File: config.mk
export PLATFORM = sky130hd
export DESIGN_NAME = barrel_shifter_pipe
export DESIGN_NICKNAME = d
export VERILOG_FILES = /design/src/rtl/bshift_pkg.sv /design/src/rtl/shift_stage.sv /design/src/rtl/barrel_shifter_pipe.sv
export SDC_FILE = /design/constraint.sdc
export NUM_CORES = 1
export LEC_CHECK = 0
export CAP_MARGIN = 20
export CELL_PAD_IN_SITES_DETAIL_PLACEMENT = 1
export CELL_PAD_IN_SITES_GLOBAL_PLACEMENT = 2
export CORE_AREA = 2 2 164 166
export CTS_CLUSTER_DIAMETER = 60
export DETAILED_ROUTE_END_ITERATION = 6
export DIE_AREA = 0 0 166 168
export GPL_TIMING_DRIVEN = 0
export PLACE_DENSITY_LB_ADDON = 0.1
export SLEW_MARGIN = 20
export SYNTH_ARGS = -nofsm -noshare
export SYNTH_HDL_FRONTEND = slang
export SYNTH_SLANG_ARGS = --single-unit
File: constraint.sdc
create_clock -name clk -period 2.95 [get_ports clk]
set_input_delay 0.59 -clock clk [delete_from_list [all_inputs] [get_ports clk]]
set_output_delay 0.59 -clock clk [all_outputs]
set_load 0.05 [all_outputs]
File: src/rtl/bshift_pkg.sv
// Shared definitions for the pipelined barrel shifter: op encodings and
// width-legality helpers used by the elaboration checks.
package bshift_pkg;

  // Operation select carried down the pipeline with each word.
  typedef enum logic [1:0] {
    OP_SLL = 2'b00,
    OP_SRL = 2'b01,
    OP_SRA = 2'b10,
    OP_ROR = 2'b11
  } op_e;

  localparam int unsigned MinWidth = 4;
  localparam int unsigned MaxWidth = 64;

  // True when v is a non-zero power of two.
  function automatic bit is_pow2(input int unsigned v);
    return (v != 0) && ((v & (v - 1)) == 0);
  endfunction

  // True when w is a legal data width for the shifter.
  function automatic bit width_ok(input int unsigned w);
    return is_pow2(w) && (w >= MinWidth) && (w <= MaxWidth);
  endfunction

endpackage

File: src/rtl/shift_stage.sv
// One conditional shift of fixed distance DIST, covering all four ops.
// Purely combinational; the top level registers the result.
module shift_stage
  import bshift_pkg::*;
#(
  parameter int unsigned WIDTH = 32,
  parameter int unsigned DIST  = 1
) (
  input  logic [WIDTH-1:0] i_data,
  input  logic             i_en,
  input  op_e              i_op,
  output logic [WIDTH-1:0] o_data
);

  if ((DIST == 0) || (DIST >= WIDTH)) begin : g_bad_dist
    $error("shift_stage: DIST must be in 1..WIDTH-1");
  end

  logic [WIDTH-1:0] w_sll;
  logic [WIDTH-1:0] w_srl;
  logic [WIDTH-1:0] w_sra;
  logic [WIDTH-1:0] w_ror;

  // All four candidate results at this stage's fixed distance.
  always_comb begin
    w_sll = i_data << DIST;
    w_srl = i_data >> DIST;
    w_sra = $signed(i_data) >>> DIST;
    // Bits leaving the LSB end re-enter at the MSB end.
    w_ror = (i_data >> DIST) | (i_data << (WIDTH - DIST));
  end

  // Select by op when this stage's amount bit is set, else pass through.
  always_comb begin
    o_data = i_data;
    if (i_en) begin
      unique case (i_op)
        OP_SLL:  o_data = w_sll;
        OP_SRL:  o_data = w_srl;
        OP_SRA:  o_data = w_sra;
        OP_ROR:  o_data = w_ror;
        default: o_data = i_data;
      endcase
    end
  end

endmodule

File: src/rtl/barrel_shifter_pipe.sv
// Pipelined barrel shifter: log2(WIDTH) registered stages, largest shift
// distance first, with a single global stall driven by the output handshake.
module barrel_shifter_pipe
  import bshift_pkg::*;
#(
  parameter int unsigned WIDTH = 32
) (
  input  logic                     clk,
  input  logic                     rst,
  input  logic                     in_valid,
  output logic                     in_ready,
  input  logic [WIDTH-1:0]         in_data,
  input  logic [$clog2(WIDTH)-1:0] in_amt,
  input  logic [1:0]               in_op,
  output logic                     out_valid,
  input  logic                     out_ready,
  output logic [WIDTH-1:0]         out_data
);

  // Stage count and amount width; derived, never overridden.
  localparam int unsigned SHW = $clog2(WIDTH);

  if (!width_ok(WIDTH)) begin : g_bad_width
    $error("barrel_shifter_pipe: WIDTH must be a power of two in 4..64");
  end

  // Pipeline registers, one entry per stage.
  logic [WIDTH-1:0] r_data  [SHW];
  logic [SHW-1:0]   r_amt   [SHW];
  op_e              r_op    [SHW];
  logic [SHW-1:0]   r_valid;

  // Per-stage inputs (previous stage or the input port) and shifted result.
  logic [WIDTH-1:0] w_src_data  [SHW];
  logic [SHW-1:0]   w_src_amt   [SHW];
  op_e              w_src_op    [SHW];
  logic [SHW-1:0]   w_src_valid;
  logic [WIDTH-1:0] w_shifted   [SHW];

  logic w_advance;

  // Whole pipeline moves together; it only stops when a result is stuck.
  always_comb begin
    w_advance = !r_valid[SHW-1] || out_ready;
    // Reset forces acceptance visible; the word is discarded by the reset.
    in_ready  = w_advance || rst;
    out_valid = r_valid[SHW-1];
    out_data  = r_data[SHW-1];
  end

  for (genvar k = 0; k < SHW; k++) begin : g_stage
    localparam int unsigned AmtBit = SHW - 1 - k;
    localparam int unsigned Dist   = 1 << AmtBit;

    if (k == 0) begin : g_src_port
      assign w_src_data[k]  = in_data;
      assign w_src_amt[k]   = in_amt;
      assign w_src_op[k]    = op_e'(in_op);
      assign w_src_valid[k] = in_valid;
    end else begin : g_src_reg
      assign w_src_data[k]  = r_data[k-1];
      assign w_src_amt[k]   = r_amt[k-1];
      assign w_src_op[k]    = r_op[k-1];
      assign w_src_valid[k] = r_valid[k-1];
    end

    shift_stage #(
      .WIDTH(WIDTH),
      .DIST (Dist)
    ) u_shift (
      .i_data(w_src_data[k]),
      .i_en  (w_src_amt[k][AmtBit]),
      .i_op  (w_src_op[k]),
      .o_data(w_shifted[k])
    );
  end

  // Stage registers: clear on reset, advance together, hold while stalled.
  // Payload loads only with a valid word, so bubbles never sample inputs.
  always_ff @(posedge clk) begin
    if (rst) begin
      r_valid <= '0;
      for (int k = 0; k < SHW; k++) begin
        r_data[k] <= '0;
        r_amt[k]  <= '0;
        r_op[k]   <= OP_SLL;
      end
    end else if (w_advance) begin
      r_valid <= w_src_valid;
      for (int k = 0; k < SHW; k++) begin
        if (w_src_valid[k]) begin
          r_data[k] <= w_shifted[k];
          r_amt[k]  <= w_src_amt[k];
          r_op[k]   <= w_src_op[k];
        end
      end
    end
  end

endmodule

Yosys cells after proc, flatten, opt, wreduce, memory -nomap -nowiden
Memories as Yosys holds them, arrays and structs flattened.
Index checks and enable logic that the tools add are counted.
Operators by class
  eq/ne operators: 15
  mux-type cells: 47
  bitwise logic cells: 20
  reductions and logical operators: 8
Operators by type and width (number)
  $pmux W32 S4: 5
  $mux W32: 10
  $or A16 B32 Y32: 1
  $or A24 B32 Y32: 1
  $or A28 B32 Y32: 1
  $or A30 B32 Y32: 1
  $or A31 B32 Y32: 1
  $mux W5: 5
  $mux W1: 22
  $eq A2 B2 Y1 const B: 10
  $or A1 B1 Y1: 15
  $eq A2 B1 Y1 const B: 5
  $logic_not A2 Y1: 5
  $mux W2: 5
  $logic_or A1 B1 Y1: 2
  $logic_not A1 Y1: 1
Word-level totals
  flip-flop bits (word level): 5
  RAM bits: 195
  bits of input ports: 43
  output and inout bits: 34
  word-level logic and storage cells: 94
  memories: 3
Memories
  r_data: depth 5, width 32, rd ports 5, clocked after Yosys merged registers in 0, wr ports 5, RTL line barrel_shifter_pipe.sv:28  | logic [WIDTH-1:0] r_data [SHW];
  r_amt: depth 5, width 5, rd ports 4, clocked after Yosys merged registers in 0, wr ports 5, RTL line barrel_shifter_pipe.sv:29  | logic [SHW-1:0] r_amt [SHW];
  r_op: depth 5, width 2, rd ports 4, clocked after Yosys merged registers in 0, wr ports 5, RTL line barrel_shifter_pipe.sv:30  | op_e r_op [SHW];

Depth between registers and ports, before layout
Gate-level depths: netlist of the first run.
  depth after elaboration: 6
  mapped depth: 5
  gate-level depth less buffers: 3

Hierarchy
A second synthesis of the first run with hierarchy kept.
Second synthesis, totals
  cells, all modules: 1021
  area, all modules: 10799.1 sq um
By module, submodules not included
  barrel_shifter_pipe: instances 1, cells each 438, area an instance 7075.5 sq um, seq. area each 5445.2 sq um
  shift_stage at g_stage[0].u_shift: instances 1, cells each 130, area an instance 868.3 sq um, seq. area each 0.0 sq um
  shift_stage at g_stage[1].u_shift: instances 1, cells each 119, area an instance 738.2 sq um, seq. area each 0.0 sq um
  shift_stage at g_stage[2].u_shift: instances 1, cells each 114, area an instance 737.0 sq um, seq. area each 0.0 sq um
  shift_stage at g_stage[3].u_shift: instances 1, cells each 111, area an instance 699.4 sq um, seq. area each 0.0 sq um
  shift_stage at g_stage[4].u_shift: instances 1, cells each 109, area an instance 680.7 sq um, seq. area each 0.0 sq um

Least setup slack after synthesis of the first run
OpenSTA, ideal clock, no wires.
  kind: flip-flop to flip-flop
  start point: register r_valid[4]
  end point: memory r_amt[0][0] (netlist name) (enable)
  setup time: 0.517 ns
  data arrival time: 1.640 ns
  required time: 2.433 ns
  path slack: 0.793 ns
  cell stages (with the launch flop): 4
  path buffers: 0
  clock period less this slack: 2.157 ns
  cell sequence: dfxtp_1 -> nand2b_1 -> nand2_1 -> nand2_1
RTL lines
  start: declaration: RTL line barrel_shifter_pipe.sv:31  | logic [SHW-1:0] r_valid;
  start signal: assignment: RTL line barrel_shifter_pipe.sv:89  | r_valid <= w_src_valid;
  end: declaration: RTL line barrel_shifter_pipe.sv:29

Worst setup path after layout of the first run
  start point: input rst
  end point: output in_ready
On the way
  word-level cells in the longest chain between the ends: 1
Ends and longest elaborated chain
  start: declaration: RTL line barrel_shifter_pipe.sv:9  | input logic rst,
  $logic_or A1 B1 Y1: RTL line barrel_shifter_pipe.sv:46  | in_ready = w_advance || rst;
  end: declaration: RTL line barrel_shifter_pipe.sv:11  | output logic in_ready,
No other way between the ends.

==> metrics.md, run 1 <==
| Metric | Value |
|---|---|
| Placed cells | 1263 |
| Layout Cells excl Fill | 1295 |
| Slowest stage delay, CP | 0.60 ns |
| Pre-antenna DRT Iters | 4 |
| Primary FF master, synth | edfxtp_1 |
| Final GP Congestion | 0.938 |
| Slew margin rel. | 43.2% |
| Synth top area cells | edfxtp_1 (55%), mux2i_1 (12%), a211oi_1 (7.9%) |
| Root buffer cell | clkbuf_16 |
| Routed length per instance | approximately 20 um |
| Count leader, synth | edfxtp_1 |
| Final Setup Violations | 0 |
| Final hold vios | 0 |
| Max cap viols | 0 |
| Row count | 60 |
| Peak Freq | 0.391 GHz |
| Final net count | 984 |
| Fin. max-slew vios | 0 |
| Top delay family on crit path | buffers and inverters |
| I/O pin cnt | 77 |
| Layout cells sized above 1 | 9.75% |
| LEAKAGE | 0.00413 uW |
| Syn Inst Count | between 800 and 900 |
| Number of remaining DRC errors | 0 |
| Sequential area share after synthesis | a little under three fifths |
| Power per cell area | 584 nW/um^2 |
| Slowest cell on crit path | clkdlybuf4s50_1 |
| CTS tree | yes |
| P_int | just under 5000 uW |
| Die height | 168 um |
| Tcrit/Tclk final | 86.8% |
| Distinct cells, synth | 36 |
| Global-route wire length before repair | just over 40000 um |
| Synth async-reset ratio | 0% |
| Area of the mapped netlist | 9790 um^2 |
| Cell accounting for the most synthesized area | edfxtp_1 |
| Synth Register Bits | ~180 |
| Critical path, cell by cell | clkdlybuf4s50_1 -> inv_1 -> nand2_1 -> dlymetal6s2s_1 |
| Iteration-0 DRC Markers | 300 |
| Reg clk slew, reported paths | 0.07 ns |
| Avg Vias per Cell | 5.35 |
| Fin Setup TNS | 0 ns |
| Crit. End Element | output pin |
| Worst-path fanout max | 8 |
| Worst Path Arrival | 1.97 ns |
| Bufs and invs on worst path | 3 |
| Clock Latency Late Sink | between 0.4 and 0.5 ns |
| Syn Nets | 890 |
| Number of clock sinks | 183 |
| Outcome | completed |
| Actual slew at the worst max-slew pin | 0.849 ns |
| Top layer in use | met4 |
| Combinational share of power | between 10% and 20% |
| Clk pwr share | about 34% |
| Vias in the first global route | 7421 |
| Pin count of the biggest net entering global routing | 39 |
| Die Span X | 166 um |
| Met1 wire length | roughly 9400 um |
| Startpoint type of the worst setup path | primary input |
| Power share of the sequential group | about half |
| RSZ-0062 raised after global routing | no |
| Hold WC Path Type | reg2reg |
| Post-synth EDFFs | 178 |
| Synth warnings | 0 |
| Routed wl met2 | ~14000 um |
| Initial antenna violation count | 0 |
| Minimum clock period | 2.56 ns |
| Area of the core | ~26000 um^2 |
| Initial Util | 37.2% |
| Longest Clk Path Bufs | 2 |
| Port Buf Inserts | 75 |
| Peak supply drop | 439 uV |
| Clock skew | 0.0116 ns |
| Num CTS Buffers | 17 |
| Switching Power | 1910 uW |
| Met3 WL | around 810 um |
| Via Count | 6923 |
| Antenna diodes | 0 |
| Gr ovfl total | 0 |
| DIE AREA | 27900 um^2 |
| H-Tree Depth | 4 |
| Switching Share | 28.2% |
| DP Wirelength | 20500 um |
| Synthesis-to-layout area growth | 18.1% |
| WP data required | about 2.4 ns |
| WS Path Type | in2out |
| Routed Antenna Nets | 0 |
| Avg Cell Area, Syn | ~12 um^2 |
| Synth top area share | 54.6% |
| Most frequent cells after synthesis | edfxtp_1 (178), nor2_1 (140), mux2i_1 (113) |
| Hold-fix buffers at CTS | 0 |
| Wirelength, routed | 25700 um |
| GRT Total Usage | a little under a fifth |
worst paths after layout:
kind	slack [ns]	from	cells after the start	end
worst max-delay path	0.39	rst	4	in_ready
worst min-delay path	0.50	r_valid[1]	2	r_valid[1]
worst max register to register	1.05	r_valid[3]	5	r_data[0][98]
worst min register to register	0.50	r_valid[1]	2	r_valid[1]
timing repair:
item	in CTS	in global routing
endpoints found under the hold margin	0	0
endpoints found under the setup margin	0	1
buffers inserted	0	0
resized for setup	0	1
layout make-up:
cell class	instances	area, um^2
fillers	2795	14800
flip-flops and latches	183	5450
multi-input cells	584	3890
repair buffers	75	753
plain buffers	79	462
clock buffers	19	433
well taps	341	427
clock inverters	13	144
inverters	1	3.75
tightest hold or removal path: cells and delay by family, from the launching register on:
family / cells / cell delay (ns)
DFF: 1 / 0.33
and+or+nand+nor: 1 / 0.06
AOI/OAI and AO/OA: 1 / 0.06
metal layers:
layer	vias to the layer above	GRT usage, %
li1	3367	-
met1	3320	18.0
met2	170	36.7
met3	66	2.96
met4	0	11.0
met5	-	0
stage by stage:
step	setup slack [ns]	hold slack (ns)	instance area [um^2]	util (%)	total power, uW
after detailed placement	0.0119	0.486	11000	41.7	4550
after CTS	0.000705	0.497	11600	43.9	6800
after global routing	0.314	0.524	11600	43.9	7000
final	0.391	0.503	11600	43.9	6750
after floorplan	0.793	0.438	9790	-	4110
after global placement	0.0349	0.455	11000	41.6	4510
power groups by stage:
stage | registers [uW] | clock network, uW | logic (uW)
after global routing | 3330 | 2380 | 1280
final | 3310 | 2260 | 1170
after global placement | 3360 | 0 | 1140
after detailed placement | 3370 | 0 | 1180
after floorplan | 3400 | 0 | 715
after CTS | 3310 | 2300 | 1190
placed cells by master, fill, tap and decap left out, types with 2 or more instances in the layout:
| cell | count |
|---|---|
| a211oi_1 | 103 |
| a211oi_2 | 10 |
| a21o_1 | 7 |
| a21oi_1 | 40 |
| a2bb2oi_1 | 15 |
| a311oi_1 | 7 |
| a31oi_1 | 6 |
| and2_1 | 20 |
| buf_2 | 11 |
| buf_4 | 11 |
| buf_6 | 14 |
| bufinv_16 | 2 |
| clkbuf_1 | 42 |
| clkbuf_16 | 17 |
| clkdlybuf4s50_1 | 74 |
| clkinv_4 | 2 |
| clkinvlp_4 | 3 |
| dfxtp_1 | 5 |
| edfxtp_1 | 178 |
| inv_6 | 4 |
| mux2i_1 | 113 |
| nand2_1 | 27 |
| nand2_2 | 5 |
| nand2b_1 | 30 |
| nand3_1 | 18 |
| nand3b_1 | 2 |
| nand4_1 | 3 |
| nor2_1 | 140 |
| nor2b_1 | 19 |
| o211ai_1 | 2 |
| o221a_2 | 4 |
| o22a_1 | 3 |
| or2_2 | 4 |
sequential cells by signal, summed over array words and instances (netlist names):
name,cells
r_op,8
r_valid,5
r_data,160
r_amt,10
cells by family (layout without fill, tap and decap cells):
| logic type | Yosys count | in the layout | synth area share, % |
|---|---|---|---|
| and+or+nand+nor | 271 | 271 | 12.8 |
| AOI/OAI and AO/OA | 200 | 200 | 15.3 |
| DFF | 183 | 183 | 55.6 |
| muxes | 113 | 113 | 11.6 |
| buffers and inverters | 80 | 187 | 4.75 |
Note: power is estimated with default switching activity, not from simulation.
==> inputs of run 2 (changes only) <==
--- a/config.mk
+++ b/config.mk
@@ -13,7 +13,8 @@
 export DETAILED_ROUTE_END_ITERATION = 6
 export DIE_AREA = 0 0 166 168
 export GPL_TIMING_DRIVEN = 0
-export PLACE_DENSITY_LB_ADDON = 0.1
+export MAX_ROUTING_LAYER = met4
+export PLACE_DENSITY = 0.81
 export SLEW_MARGIN = 20
 export SYNTH_ARGS = -nofsm -noshare
 export SYNTH_HDL_FRONTEND = slang
==> run 2 against run 1 <==
  * Critical path depth stayed put
  * Design area is 0.18% lower
  * Clock power is 5% lower
  * Hold slack worse by 0.029 ns
  * Clock skew hardly changed
  * Flip-flop and latch count stayed put
  * Sequential share of layout area is 0.087 points higher
  * Maximum frequency is 2.1% higher
  * First-iteration DRC count is 1.0% lower
  * Power is 2.1% lower
  * Wire length is 6.8% lower
  * Largest power group unchanged
  * Clock-buffer cell count is 2 lower
==> metrics.md, run 2 (synthesized netlist as in run 1, its figures left out) <==
| Metric | Value |
|---|---|
| WS Path Type | in2out |
| Slowest stage delay, CP | approximately 0.59 ns |
| Area of the core | 26400 um^2 |
| GRT Total Usage | 18.2% |
| Largest register FFs | 160 |
| CTS tree | yes |
| Worst-path fanout max | 8 |
| Fin Setup TNS | 0 ns |
| Routed Antenna Nets | 0 |
| Worst Hold Margin | 0.473 ns |
| Number of clock sinks | 183 |
| Initial antenna violation count | 0 |
| Crit. End Element | output pin |
| Critical path, cell by cell | clkdlybuf4s50_1 -> inv_1 -> nand2_1 -> dlymetal6s2s_1 |
| CP startpoint | rst |
| Avg Vias per Cell | 5.25 |
| Layout cells sized above 1 | 9.86% |
| Num CTS Buffers | 17 |
| Initial Util | 37.2% |
| Clock skew | 0.0116 ns |
| Routed length per instance | 18.5 um |
| DP Wirelength | about 19000 um |
| LEAKAGE | around 0.0041 uW |
| Fin. max-slew vios | 0 |
| Synthesis-to-layout area growth | 17.9% |
| Iteration-0 DRC Markers | 297 |
| Peak Freq | ~0.40 GHz |
| Post-CTS setup buffers | 0 |
| Biggest register | r_data |
| H-Tree Depth | 4 |
| Startpoint type of the worst setup path | primary input |
| Via Count | 6799 |
| Outcome | completed |
| Antenna diodes | 0 |
| Slowest cell on crit path | clkdlybuf4s50_1 |
| Pin count of the biggest net entering global routing | 39 |
| Actual slew at the worst max-slew pin | 0.842 ns |
| Hold WC Path Type | reg2reg |
| Port Buf Inserts | 75 |
| Layout fillers | 2835 |
| Largest regs | r_data x160, r_amt x10, r_op x8 |
| Die height | approximately 170 um |
| Reg clk slew, reported paths | 0.06 ns |
| Number of remaining DRC errors | 0 |
| Clock Latency Late Sink | 0.44 ns |
| Final net count | between 900 and 1000 |
| Power, Total | 6610 uW |
| Final GP Congestion | between 0.9 and 1 |
| I/O pin cnt | just under 80 |
| Wirelength, routed | 23900 um |
| R2R Path Start | r_valid[3] |
| Max cap viols | 0 |
| Minimum clock period | 2.51 ns |
| Post-CTS sizing | 0 |
| Hold-fix buffers at CTS | 0 |
| WP data required | 2.36 ns |
| Vias in the first global route | 7209 |
| Final hold vios | 0 |
| Global-route wire length before repair | 38900 um |
| Worst Path Arrival | 1.92 ns |
| Longest Clk Path Bufs | 2 |
| DIE AREA | 27900 um^2 |
| RSZ-0062 raised after global routing | no |
| Power per cell area | around 570 nW/um^2 |
| Final Setup Violations | 0 |
| Most frequent cells in the layout | edfxtp_1 (178), nor2_1 (140), mux2i_1 (113) |
| Slew margin rel. | 43.7% |
| Peak supply drop | 443 uV |
| Pre-antenna DRT Iters | 5 |
| Root buffer cell | clkbuf_16 |
| Die Span X | 166 um |
| Most common cell after layout, fill and taps aside | edfxtp_1 |
| Gr ovfl total | 0 |
| Tcrit/Tclk final | 85.0% |
| Row count | 60 |
| Hold path start | r_valid[1] |
==> run 2: cell count changes in the layout (fill, tap and decap cells not counted), sizes merged <==
cell	previous run	this run
inv	5	3
clkinv	4	5
bufinv	2	1
clkbuf	61	59
clkinvlp	3	6
==> run 2: where the power goes <==
part	total (uW)	internal (uW)	switching [uW]
Sequential	3310	3120	184
Combinational	1160	463	694
Clock	2140	1160	980
Total	6610	4750	1860
==> run 2: final timing paths <==
kind,endpoint,slack (ns),depth (start not counted)
min reg2reg,r_valid[1],0.47,2
min,r_valid[1],0.47,2
max,in_ready,0.44,4
max reg2reg,r_data[0][41],1.06,5
==> run 2: worst max-delay path, delay by kind of cell <==
kind | cells | cell delay (ns)
simple gates | 1 | 0.10
buf+inv | 3 | 1.23
==> run 2: stage by stage <==
step / setup WS, ns / cells / instance area, um^2 / util [%]
after global routing: 0.316 / 1294 / 11500 / 43.8
final: 0.443 / 1294 / 11500 / 43.8
after global placement: 0.0217 / 1263 / 11000 / 41.6
after floorplan: 0.793 / 847 / 9790 / -
after CTS: 0.0322 / 1294 / 11500 / 43.8
after detailed placement: 0.0311 / 1263 / 11000 / 41.7
==> run 2: final cells by class <==
class	instances	area, um^2	area share, %
sequential	183	5450	47.2
multi-input combinational	584	3890	33.7
timing repair buffer	75	753	6.53
buffer	79	462	4.00
tap	341	427	3.70
clock buffer	17	425	3.69
clock inverter	14	130	1.13
inverter	1	3.75	0.0325
==> run 2: layer usage <==
layer / global-route usage (%) / part of all wire (%)
met5: - / 0
met4: 8.13 / 3.5
met3: 2.44 / 2.5
met2: 34.1 / 54
met1: 19.1 / 40
